`src/rtl/div_clock_monitor.sv`:
```
// div_clock_monitor: synchronises a divided clock, emits edge pulses, measures its period and tracks lock
module div_clock_monitor #(
  parameter int EXPECTED_DIV = 8,
  parameter int TOLERANCE = 0,
  parameter int LOCK_COUNT = 4,
  parameter int CNT_W = 8
) (
  input  logic             clk_in,
  input  logic             reset,
  input  logic             div_clk,
  output logic             rise_pulse,
  output logic             fall_pulse,
  output logic [CNT_W-1:0] period,
  output logic             period_valid,
  output logic             locked,
  output logic             lost
);
  localparam int MW = $clog2(LOCK_COUNT + 1);
  typedef enum logic [1:0] {IDLE, MEASURE, LOCKED} state_t;
  state_t state, state_n;
  logic s1, s2, s3;
  logic [CNT_W-1:0] cnt;
  logic [CNT_W:0] cnt_p1;
  logic [MW-1:0] match_cnt, match_cnt_n;
  logic rise_ev, fall_ev, match, timeout, lost_n;
  assign rise_ev = s2 & ~s3;
  assign fall_ev = ~s2 & s3;
  assign cnt_p1 = {1'b0, cnt} + (CNT_W + 1)'(1);
  assign match = int'(cnt_p1) >= EXPECTED_DIV - TOLERANCE && int'(cnt_p1) <= EXPECTED_DIV + TOLERANCE;
  assign timeout = ~rise_ev && int'(cnt_p1) >= 2 * EXPECTED_DIV;
  // Synchroniser, edge pulses, saturating period counter and period capture
  always_ff @(posedge clk_in) begin
    if (!reset) begin
      s1 <= 1'b0;
      s2 <= 1'b0;
      s3 <= 1'b0;
      rise_pulse <= 1'b0;
      fall_pulse <= 1'b0;
      cnt <= '0;
      period <= '0;
      period_valid <= 1'b0;
    end else begin
      s1 <= div_clk;
      s2 <= s1;
      s3 <= s2;
      rise_pulse <= rise_ev;
      fall_pulse <= fall_ev;
      cnt <= rise_ev ? '0 : (&cnt ? cnt : cnt + CNT_W'(1));
      period_valid <= rise_ev && state != IDLE;
      if (rise_ev && state != IDLE) period <= cnt_p1[CNT_W-1:0];
    end
  end
  // Lock FSM state register; locked follows the next state so it rises with the completing period_valid
  always_ff @(posedge clk_in) begin
    if (!reset) begin
      state <= IDLE;
      match_cnt <= '0;
      locked <= 1'b0;
      lost <= 1'b0;
    end else begin
      state <= state_n;
      match_cnt <= match_cnt_n;
      locked <= state_n == LOCKED;
      lost <= lost_n;
    end
  end
  // Next-state logic: a rise always wins over a timeout in the same cycle
  always_comb begin
    state_n = state;
    match_cnt_n = match_cnt;
    lost_n = 1'b0;
    case (state)
      IDLE: begin
        if (rise_ev) begin
          state_n = MEASURE;
          match_cnt_n = '0;
        end
      end
      MEASURE: begin
        if (rise_ev) begin
          match_cnt_n = match ? match_cnt + MW'(1) : '0;
          if (match && match_cnt_n == MW'(LOCK_COUNT)) state_n = LOCKED;
        end else if (timeout) begin
          state_n = IDLE;
          match_cnt_n = '0;
        end
      end
      LOCKED: begin
        if (rise_ev && !match) begin
          lost_n = 1'b1;
          state_n = MEASURE;
          match_cnt_n = '0;
        end else if (timeout) begin
          lost_n = 1'b1;
          state_n = IDLE;
        end
      end
      default: state_n = IDLE;
    endcase
  end
endmodule

```
`config.mk`:
```
export PLATFORM = sky130hd
export DESIGN_NAME = div_clock_monitor
export DESIGN_NICKNAME = d
export VERILOG_FILES = /design/src/rtl/div_clock_monitor.sv
export SDC_FILE = /design/constraint.sdc
export NUM_CORES = 1
export LEC_CHECK = 0
export BUFFER_PORTS_ARGS = -buffer_cell sky130_fd_sc_hd__buf_2
export CORE_MARGIN = 1.5
export CORE_UTILIZATION = 35
export DETAILED_ROUTE_END_ITERATION = 8
export HOLD_SLACK_MARGIN = 0.12
export PLACE_DENSITY = 0.62
export SLEW_MARGIN = 10
export SYNTH_ARGS = -nofsm -noshare
export SYNTH_HDL_FRONTEND = slang
export SYNTH_SLANG_ARGS = --single-unit
```
`constraint.sdc`:
```
create_clock -name clk_in -period 2 [get_ports clk_in]
set_input_delay 0.2 -clock clk_in [delete_from_list [all_inputs] [get_ports clk_in]]
set_output_delay 0.2 -clock clk_in [all_outputs]
set_load 0.1 [all_outputs]
```
==> impl_metrics.ini, run 1 <==
[synthesis]
synth_top_area_share_pct = 44.6
synth_edf_count = 0
postSynthCellCount = 134
synth_warnings = 0
synth.avg_cell_area_um2 = 9.71
yosysUniqueCellTypes = 40
synth_common_cells = 29 x dfxtp_1, 13 x nand2_1, 11 x nor2_1, 10 x a21oi_1
yosys.area.top_type = dfxtp_1
yosysSeqAreaShare_pct = 44.6
syn_area_um2 = 1300
ys_top_cells_by_area = dfxtp_1 45%, o211a_1 4.6%, a21oi_1 3.8%
synth_seq_cells = 29
syn-num-nets = 140
yosysMostFrequentCell = dfxtp_1
synthArstFlopShare_pct = 0
ys.flop_type = dfxtp_1

[placement]
dp_hpwl_um = 1760
gp_congestion = 0.920
post_dp_cell_area_um2 = 1450
io_buffers = 15

[detailed_routing]
drtPass1Iterations = 4
first_iter_violations = 58
wl_met3_um = 104
num_vias = 1010
wl_met2_um = 1120
drtAntennaViolNets = 0
wl_per_cell_um = 11.6
vias_per_cell = 4.93
drc = 0
highest_layer = met4
routed_wl_um = 2380
wl_met1_um = 1090

[worst_setup_path]
crit_path_start_kind = flip-flop
crit_top_cell = mux2_4
critPathSlowestCell = dfxtp_1
arrival_ns = 1.96
required_ns = 2.16
crit_fanout = 4
crit_type = flip-flop to flip-flop
crit_chain = ha_1 -> and3_1 -> mux2_4 -> nand3_1 -> a22oi_2 -> mux2_4
end_kind = flip-flop
cpPeakStageDelay_ns = 0.33

[finish]
fin_util_pct = 44.7
area_growth_pct = 18.3
drive_above_1_share_pct = 22.6
diodes = 0
final_area_um2 = 1540
nNetsFinal = 164

[clocking]
cts_root_buffer = clkbuf_8
cts_resized = 0
htree_num_levels = 2
cts_tree = done
post-cts-setup-buffers = 0
clkLatencyLatePin_ns = 0.28
clk_path_buf_depth = 2
cts_buffers = 5
clk_pin_slew_ns = 0.06
clock-sinks = 29

[global_route]
grtUsageTotal_pct = 13.0
antenna_found_initial = 0
grt_max_degree = 20
overflow = 0
grt_pass1_wl_um = 4110
grt_pass1_vias = 950

[timing]
min_period_ns = 1.80
hold_violations = 0
slew_headroom_pct = 67.7
fin_tns_setup_ns = 0
setup_viol = 0
fmax_mhz = 556
finalMaxSlewViolations = 0
skew_ns = 0.00592
holdWs_ns = 0.306
fin_crit_sh_pct = 90.0
rsz0062_at_grt = false
tightest_slew_ns = 0.481

[flow_run]
drv_cap = 0

[outcome]
outcome = finished clean

[floorplan]
num_rows = 21
die_area_um2 = 4090
die_h_um = 64.0
initial_utilization_pct = 37.8
pin_count = 16
die_w_um = 64.0
design.core.area_um2 = 3440

[power_and_ir_drop]
p_leak_nw = 0.686
vdd_drop_max_mv = 0.432
power.density_nw_per_um2 = 738

[hold_path]
hold_path_class = input port to flip-flop
## per-stage QoR
step           power [W]  instances  setup WS, ns
2_1_floorplan   0.000676        134         0.127
3_3_place_gp    0.000697        196         0.282
3_5_place_dp    0.000700        196         0.198
4_1_cts          0.00115        205         0.177
5_1_grt          0.00119        205        0.0975
6_report         0.00114        205         0.200
## per-layer routing
layer  vias up  track usage (%)
met3         6             4.75
li1        521                -
met2        22             19.9
met5         -                0
met4         0             8.15
met1       461             15.4
## path summary, 6_finish.rpt
check	cells past startpoint	slack, ns	from	endpoint
setup / recovery	6	0.20	cnt[0]	match_cnt[0]
hold reg to reg	1	0.44	s1	s2
setup reg to reg	6	0.20	cnt[0]	match_cnt[0]
hold / removal	3	0.31	reset	state[0]
## sequential cells by signal, indices dropped and copies added, names as in the netlist, 2 cells and up
name,cells
match_cnt,3
cnt,8
state,2
period,8
## cells in the final DEF (no fill, tap or decap), drive strengths merged, types with 2 or more instances in the layout
master / n
and3: 2
clkinv: 2
a21oi: 11
inv: 3
nand4: 3
clkbuf: 6
a21boi: 2
nand2b: 4
buf: 21
xor2: 2
o211a: 6
nand3: 6
ha: 3
o21ai: 2
nor2: 11
dfxtp: 29
mux2: 2
and2: 3
mux2i: 2
nand2: 13
nor2b: 2
xnor2: 5
or3: 2
nor3: 3
## report_power, final
group	switching (W)	leakage, nW	total [W]	internal (W)
registers	0.00000825	0.235	0.000597	0.000589
clock network	0.000209	0.0450	0.000449	0.000240
logic	0.0000604	0.407	0.0000904	0.0000300
total	0.000277	0.686	0.00114	0.000859
## critical path, delay by kind of cell (launching register included)
| family | cells | cell delay [ns] |
|---|---|---|
| multiplexers | 2 | 0.61 |
| AND/OR/NAND/NOR | 2 | 0.38 |
| AO/OA/AOI/OAI | 1 | 0.12 |
| adder cells (fa/ha/maj) | 1 | 0.24 |
| flip-flops | 1 | 0.33 |
## final cells by class
cell class / count / area (µm²)
Inverter: 3 / 11.3
Clock buffer: 6 / 72.6
Timing Repair Buffer: 22 / 130
Fill cell: 331 / 1900
Sequential cell: 29 / 581
Clock inverter: 2 / 10.0
Multi-Input combinational cell: 97 / 677
Tap cell: 46 / 57.6
## cells by family (layout without fill, tap and decap cells)
| family | Yosys count | in the layout | synth area share, % |
|---|---|---|---|
| compound gates | 31 | 31 | 19.1 |
| xor+xnor | 7 | 7 | 4.71 |
| fa+ha+maj | 3 | 3 | 2.88 |
| buf+inv | 8 | 33 | 3.37 |
| flops | 29 | 29 | 44.6 |
| mux | 4 | 4 | 3.85 |
| simple gates | 52 | 52 | 21.4 |
## what timing repair did
action	4_1_cts	5_1_grt
hold buffers	1	0
endpoints found under the hold margin	1	0
endpoints found under the setup margin	0	0
(Power assumes the default switching activity.)
==> inputs of run 2 (changes only) <==
Settings changed: PLACE_DENSITY 0.62 to 0.6.
Clock period 2 ns to 1.97 ns, I/O delays scaled along.
==> run 2 against run 1 <==
Combinational power grew 0.4%. Die area is the same. Clock power grew 2%. Sequential power grew 2%. Sequential share of layout area grew 0.43 points. Fmax shrank 2.5%. Sequential cell count is the same. Clock skew shrank 0.0011 ns. Count of clock-buffer cells in the layout grew 2. Final area shrank 1.1%. Routed wire length grew 5.0%. Final cell count shrank 0.98%. Critical path type unchanged. Highest routed layer unchanged.
==> impl_metrics.ini, run 2 (synthesis results as in run 1) <==
[outcome]
outcome = finished clean

[worst_setup_path]
crit_path_start_kind = flip-flop
arrival_ns = 2.02
cpPeakStageDelay_ns = 0.35
reg2reg_slack_ns = 0.12
critPathSlowestCell = mux2_4
regToRegStartpoint = cnt[1]
end_kind = flip-flop
crit_type = flip-flop to flip-flop
path_buf_inv = 0
ff2ff_path_depth = 6
path_delay_family = multiplexers
reg2reg_to = match_cnt[0]
crit_chain = ha_1 -> and3_1 -> mux2_4 -> nand3_1 -> a22oi_2 -> mux2_4
crit_fanout = 4
crit_top_cell = mux2_4
required_ns = 2.14

[detailed_routing]
drtAntennaViolNets = 0
first_iter_violations = 67
wl_met2_um = 1280
wl_met1_um = 1050
wl_per_cell_um = 12.3
wl_met3_um = 110
drtPass1Iterations = 4
highest_layer = met4
drc = 0
vias_per_cell = 5.10
num_vias = 1035
routed_wl_um = 2500

[power_and_ir_drop]
p_leak_nw = 0.671
p_sw_share_pct = 23.9
p_switching_w = 0.000276
p_int_w = 0.000878
p_total_w = 0.00115
p_clk_share_pct = 39.6
vdd_drop_max_mv = 0.448
p_seq_share_pct = 52.5
p_comb_share_pct = 7.9
power.density_nw_per_um2 = 759

[floorplan]
die_w_um = 64.0
die_h_um = 64.0
design.core.area_um2 = 3440
pin_count = 16
num_rows = 21
initial_utilization_pct = 37.8
die_area_um2 = 4090

[timing]
slew_headroom_pct = 65.9
fmax_mhz = 542
skew_ns = 0.00483
min_period_ns = 1.85
hold_violations = 0
rsz0062_at_grt = false
setup_slack_ns = 0.124
setup_viol = 0
fin_crit_sh_pct = 93.7
finalMaxSlewViolations = 0
fin_tns_setup_ns = 0
tightest_slew_ns = 0.508

[global_route]
grtUsageTotal_pct = 13.9
grt_pass1_vias = 1005
antenna_found_initial = 0
grt_max_degree = 20
grt_pass1_wl_um = 4320
overflow = 0

[placement]
post_dp_cell_area_um2 = 1430
io_buffers = 15
gp_congestion = 0.836
dp_slack_ns = 0.134
dp_hpwl_um = 1820

[clocking]
clock-sinks = 29
cts_buffers = 5
cts_resized = 0
htree_num_levels = 2
cts_tree = done
clkLatencyLatePin_ns = 0.28
clk_path_buf_depth = 2
clk_pin_slew_ns = 0.06
cts_root_buffer = clkbuf_8

[finish]
mostFrequentLayoutCell = dfxtp_1
drive_above_1_share_pct = 20.4
final_cell_mix = 29 x dfxtp_1, 15 x buf_2, 13 x nand2_1
top_regs = cnt x8, period x8, match_cnt x3
final_area_um2 = 1520
area_growth_pct = 16.9
diodes = 0
nNetsFinal = 162

[hold_path]
holdPathStages = 3
hold_start = reset
worstHoldEndpoint = state[0]
hold_path_class = input port to flip-flop

[flow_run]
drv_cap = 0
## run 2: timing repair
action	4_1_cts	5_1_grt
hold buffers	1	0
endpoints found under the hold margin	1	0
buffers inserted	0	0
## run 2: worst max-delay path by stage
| stage | start | to | slack [ns] | depth (start not counted) |
|---|---|---|---|---|
| final | cnt[1] | match_cnt[0] | 0.12 | 6 |
| after global routing | cnt[0] | match_cnt[0] | 0.03 | 6 |
| after CTS | cnt[1] | match_cnt[0] | 0.12 | 6 |
| after detailed placement | cnt[1] | match_cnt[0] | 0.13 | 6 |
| after global placement | cnt[0] | match_cnt[0] | 0.22 | 6 |
| after floorplan | cnt[0] | match_cnt[0] | 0.1 | 7 |
## run 2: worst reg2reg max path, cell delays in order (launching register included)
cell	delay, ns
dfxtp_1	0.34
ha_1	0.22
and3_1	0.29
mux2_4	0.35
nand3_1	0.14
a22oi_2	0.11
mux2_4	0.29
## run 2: metrics by stage
step	util (%)	hold WS [ns]	std cells
floorplan	-	0.324	134
global placement	41.6	0.402	194
detailed placement	41.6	0.411	194
CTS	44.2	0.312	203
global route	44.2	0.344	203
finish	44.2	0.315	203
## run 2: layer usage
metal / GRT usage, % / vias to the layer above
met2: 23.3 / 18
met1: 14.4 / 496
met5: 0 / -
li1: - / 515
met4: 9.51 / 0
met3: 4.75 / 6
## run 2: power groups by stage
stage	clock (W)	sequential, W	combinational, W
final	0.000457	0.000607	0.0000908
after global routing	0.000500	0.000608	0.000101
after CTS	0.000475	0.000606	0.0000920
after detailed placement	0	0.000619	0.0000899
after global placement	0	0.000618	0.0000874
after floorplan	0	0.000642	0.0000435
## run 2: final cells by class
cell class                      count  area (µm²)
Fill cell                         357        1920
Multi-Input combinational cell     97         677
Tap cell                           46        57.6
Timing Repair Buffer               20         115
Sequential cell                    29         581
Inverter                            3        11.3
Clock buffer                        8        80.1
==> inputs of run 3 (changes only) <==
Settings changed: BUFFER_PORTS_ARGS -buffer_cell sky130_fd_sc_hd__buf_2 to -buffer_cell sky130_fd_sc_hd__buf_4.
==> run 3 against run 2 <==
Total power grew 2.5%. Combinational power is 4.5% higher. Critical path type unchanged. Clock skew decreased by 0.0032 ns. Final cell count up 0.49%. Largest cell class unchanged. Via count decreased by 3.5%. Routed wire length is 1.0% lower. Final area is 3.9% higher.
==> impl_metrics.ini, run 3 (synthesis results as in run 1) <==
[outcome]
outcome = finished clean

[clocking]
clock-sinks = 29
clk_pin_slew_ns = 0.06
post-cts-setup-buffers = 0
cts_root_buffer = clkbuf_8
clkLatencyLatePin_ns = 0.28
clk_path_buf_depth = 2
htree_num_levels = 2
cts_buffers = 5
cts_tree = done

[timing]
fin_tns_setup_ns = 0
fmax_mhz = 553
fin_crit_sh_pct = 91.8
hold_violations = 0
tightest_slew_ns = 0.511
rsz0062_at_grt = false
skew_ns = 0.00163
slew_headroom_pct = 65.7
finalMaxSlewViolations = 0
setup_viol = 0
holdWs_ns = 0.255
min_period_ns = 1.81

[worst_setup_path]
critPathSlowestCell = dfxtp_1
arrival_ns = 1.97
end_kind = flip-flop
cpPeakStageDelay_ns = 0.36
crit_fanout = 4
crit_top_cell = mux2_4
crit_chain = ha_1 -> and3_1 -> mux2_4 -> nand3_1 -> a22oi_2 -> mux2_4
critical_path.startpoint = cnt[0]
crit_path_start_kind = flip-flop
required_ns = 2.14
path_delay_family = multiplexers
crit_type = flip-flop to flip-flop
regToRegStartpoint = cnt[0]
path_buf_inv = 0

[detailed_routing]
drtPass1Iterations = 4
routed_wl_um = 2470
num_vias = 999
drc = 0
wl_per_cell_um = 12.1
first_iter_violations = 30
drtAntennaViolNets = 0
vias_per_cell = 4.90

[power_and_ir_drop]
p_leak_nw = 0.686
vdd_drop_max_mv = 0.484
power.density_nw_per_um2 = 749

[hold_path]
hold_path_class = input port to flip-flop
hold_start = reset

[floorplan]
pin_count = 16
die_w_um = 64.0
initial_utilization_pct = 37.8
design.core.area_um2 = 3440
num_rows = 21
die_h_um = 64.0
die_area_um2 = 4090

[finish]
area_growth_pct = 21.4
nNetsFinal = 164
final_area_um2 = 1580
final_cell_mix = 29 x dfxtp_1, 21 x buf_4, 13 x nand2_1
top_regs = cnt x8, period x8, match_cnt x3
drive_above_1_share_pct = 22.2
mostFrequentLayoutCell = dfxtp_1
n_fill_cell = 343
diodes = 0

[placement]
io_buffers = 15
post_dp_cell_area_um2 = 1480
dp_hpwl_um = 1810
gp_congestion = 0.912

[global_route]
grt_pass1_vias = 969
grt_pass1_wl_um = 4150
grtUsageTotal_pct = 13.9
antenna_found_initial = 0
grt_max_degree = 20
overflow = 0

[flow_run]
drv_cap = 0
[run 3: cell count changes in the layout (fill, tap and decap cells not counted), sizes merged]
cell,before,now
buf,19,21
clkbuf,8,7
[run 3: worst paths after layout]
kind / endpoint / slack (ns) / cells after the start
worst max-delay path: match_cnt[0] / 0.16 / 6
worst min-delay path: fall_pulse / 0.25 / 3
worst max register to register: match_cnt[0] / 0.16 / 6
worst min register to register: s2 / 0.43 / 1
[run 3: timing repair]
action,4_1_cts,5_1_grt
hold buffers,1,0
hold endpoints to repair,1,0
resized for setup,0,0
[run 3: metrics by stage]
stage / instances / setup slack, ns / power [W] / util [%]
3_5_place_dp: 196 / 0.161 / 0.000714 / 43.1
4_1_cts: 204 / 0.147 / 0.00120 / 45.9
3_3_place_gp: 196 / 0.243 / 0.000710 / 43.1
5_1_grt: 204 / 0.0185 / 0.00124 / 45.9
6_report: 204 / 0.162 / 0.00118 / 45.9
2_1_floorplan: 134 / 0.0969 / 0.000686 / -
[run 3: final cells by class]
cell class / count / area [µm²] / area share, %
sequential: 29 / 581 / 36.7
clock buffer: 7 / 86.3 / 5.46
tap: 46 / 57.6 / 3.64
timing repair buffer: 22 / 168 / 10.6
inverter: 3 / 11.3 / 0.713
multi-input combinational: 97 / 677 / 42.8
[run 3: worst reg2reg max path: stages (launching register included)]
cell and delay [ns]:
dfxtp_1 0.36, ha_1 0.24, and3_1 0.22, mux2_4 0.33, nand3_1 0.15, a22oi_2 0.11, mux2_4 0.28
[run 3: where the power goes]
group	internal (W)	leakage (nW)	switching, W
clock network	0.000276	0.0443	0.000205
logic	0.0000333	0.407	0.0000617
registers	0.000598	0.235	0.00000878
[run 3: metal layers]
layer	vias to the layer above	share of wire, %	GRT usage, %
met3	6	3.9	4.75
met2	18	48	22.8
met4	0	3.2	10.6
met1	454	45	14.4
li1	521	-	-
met5	-	0	0
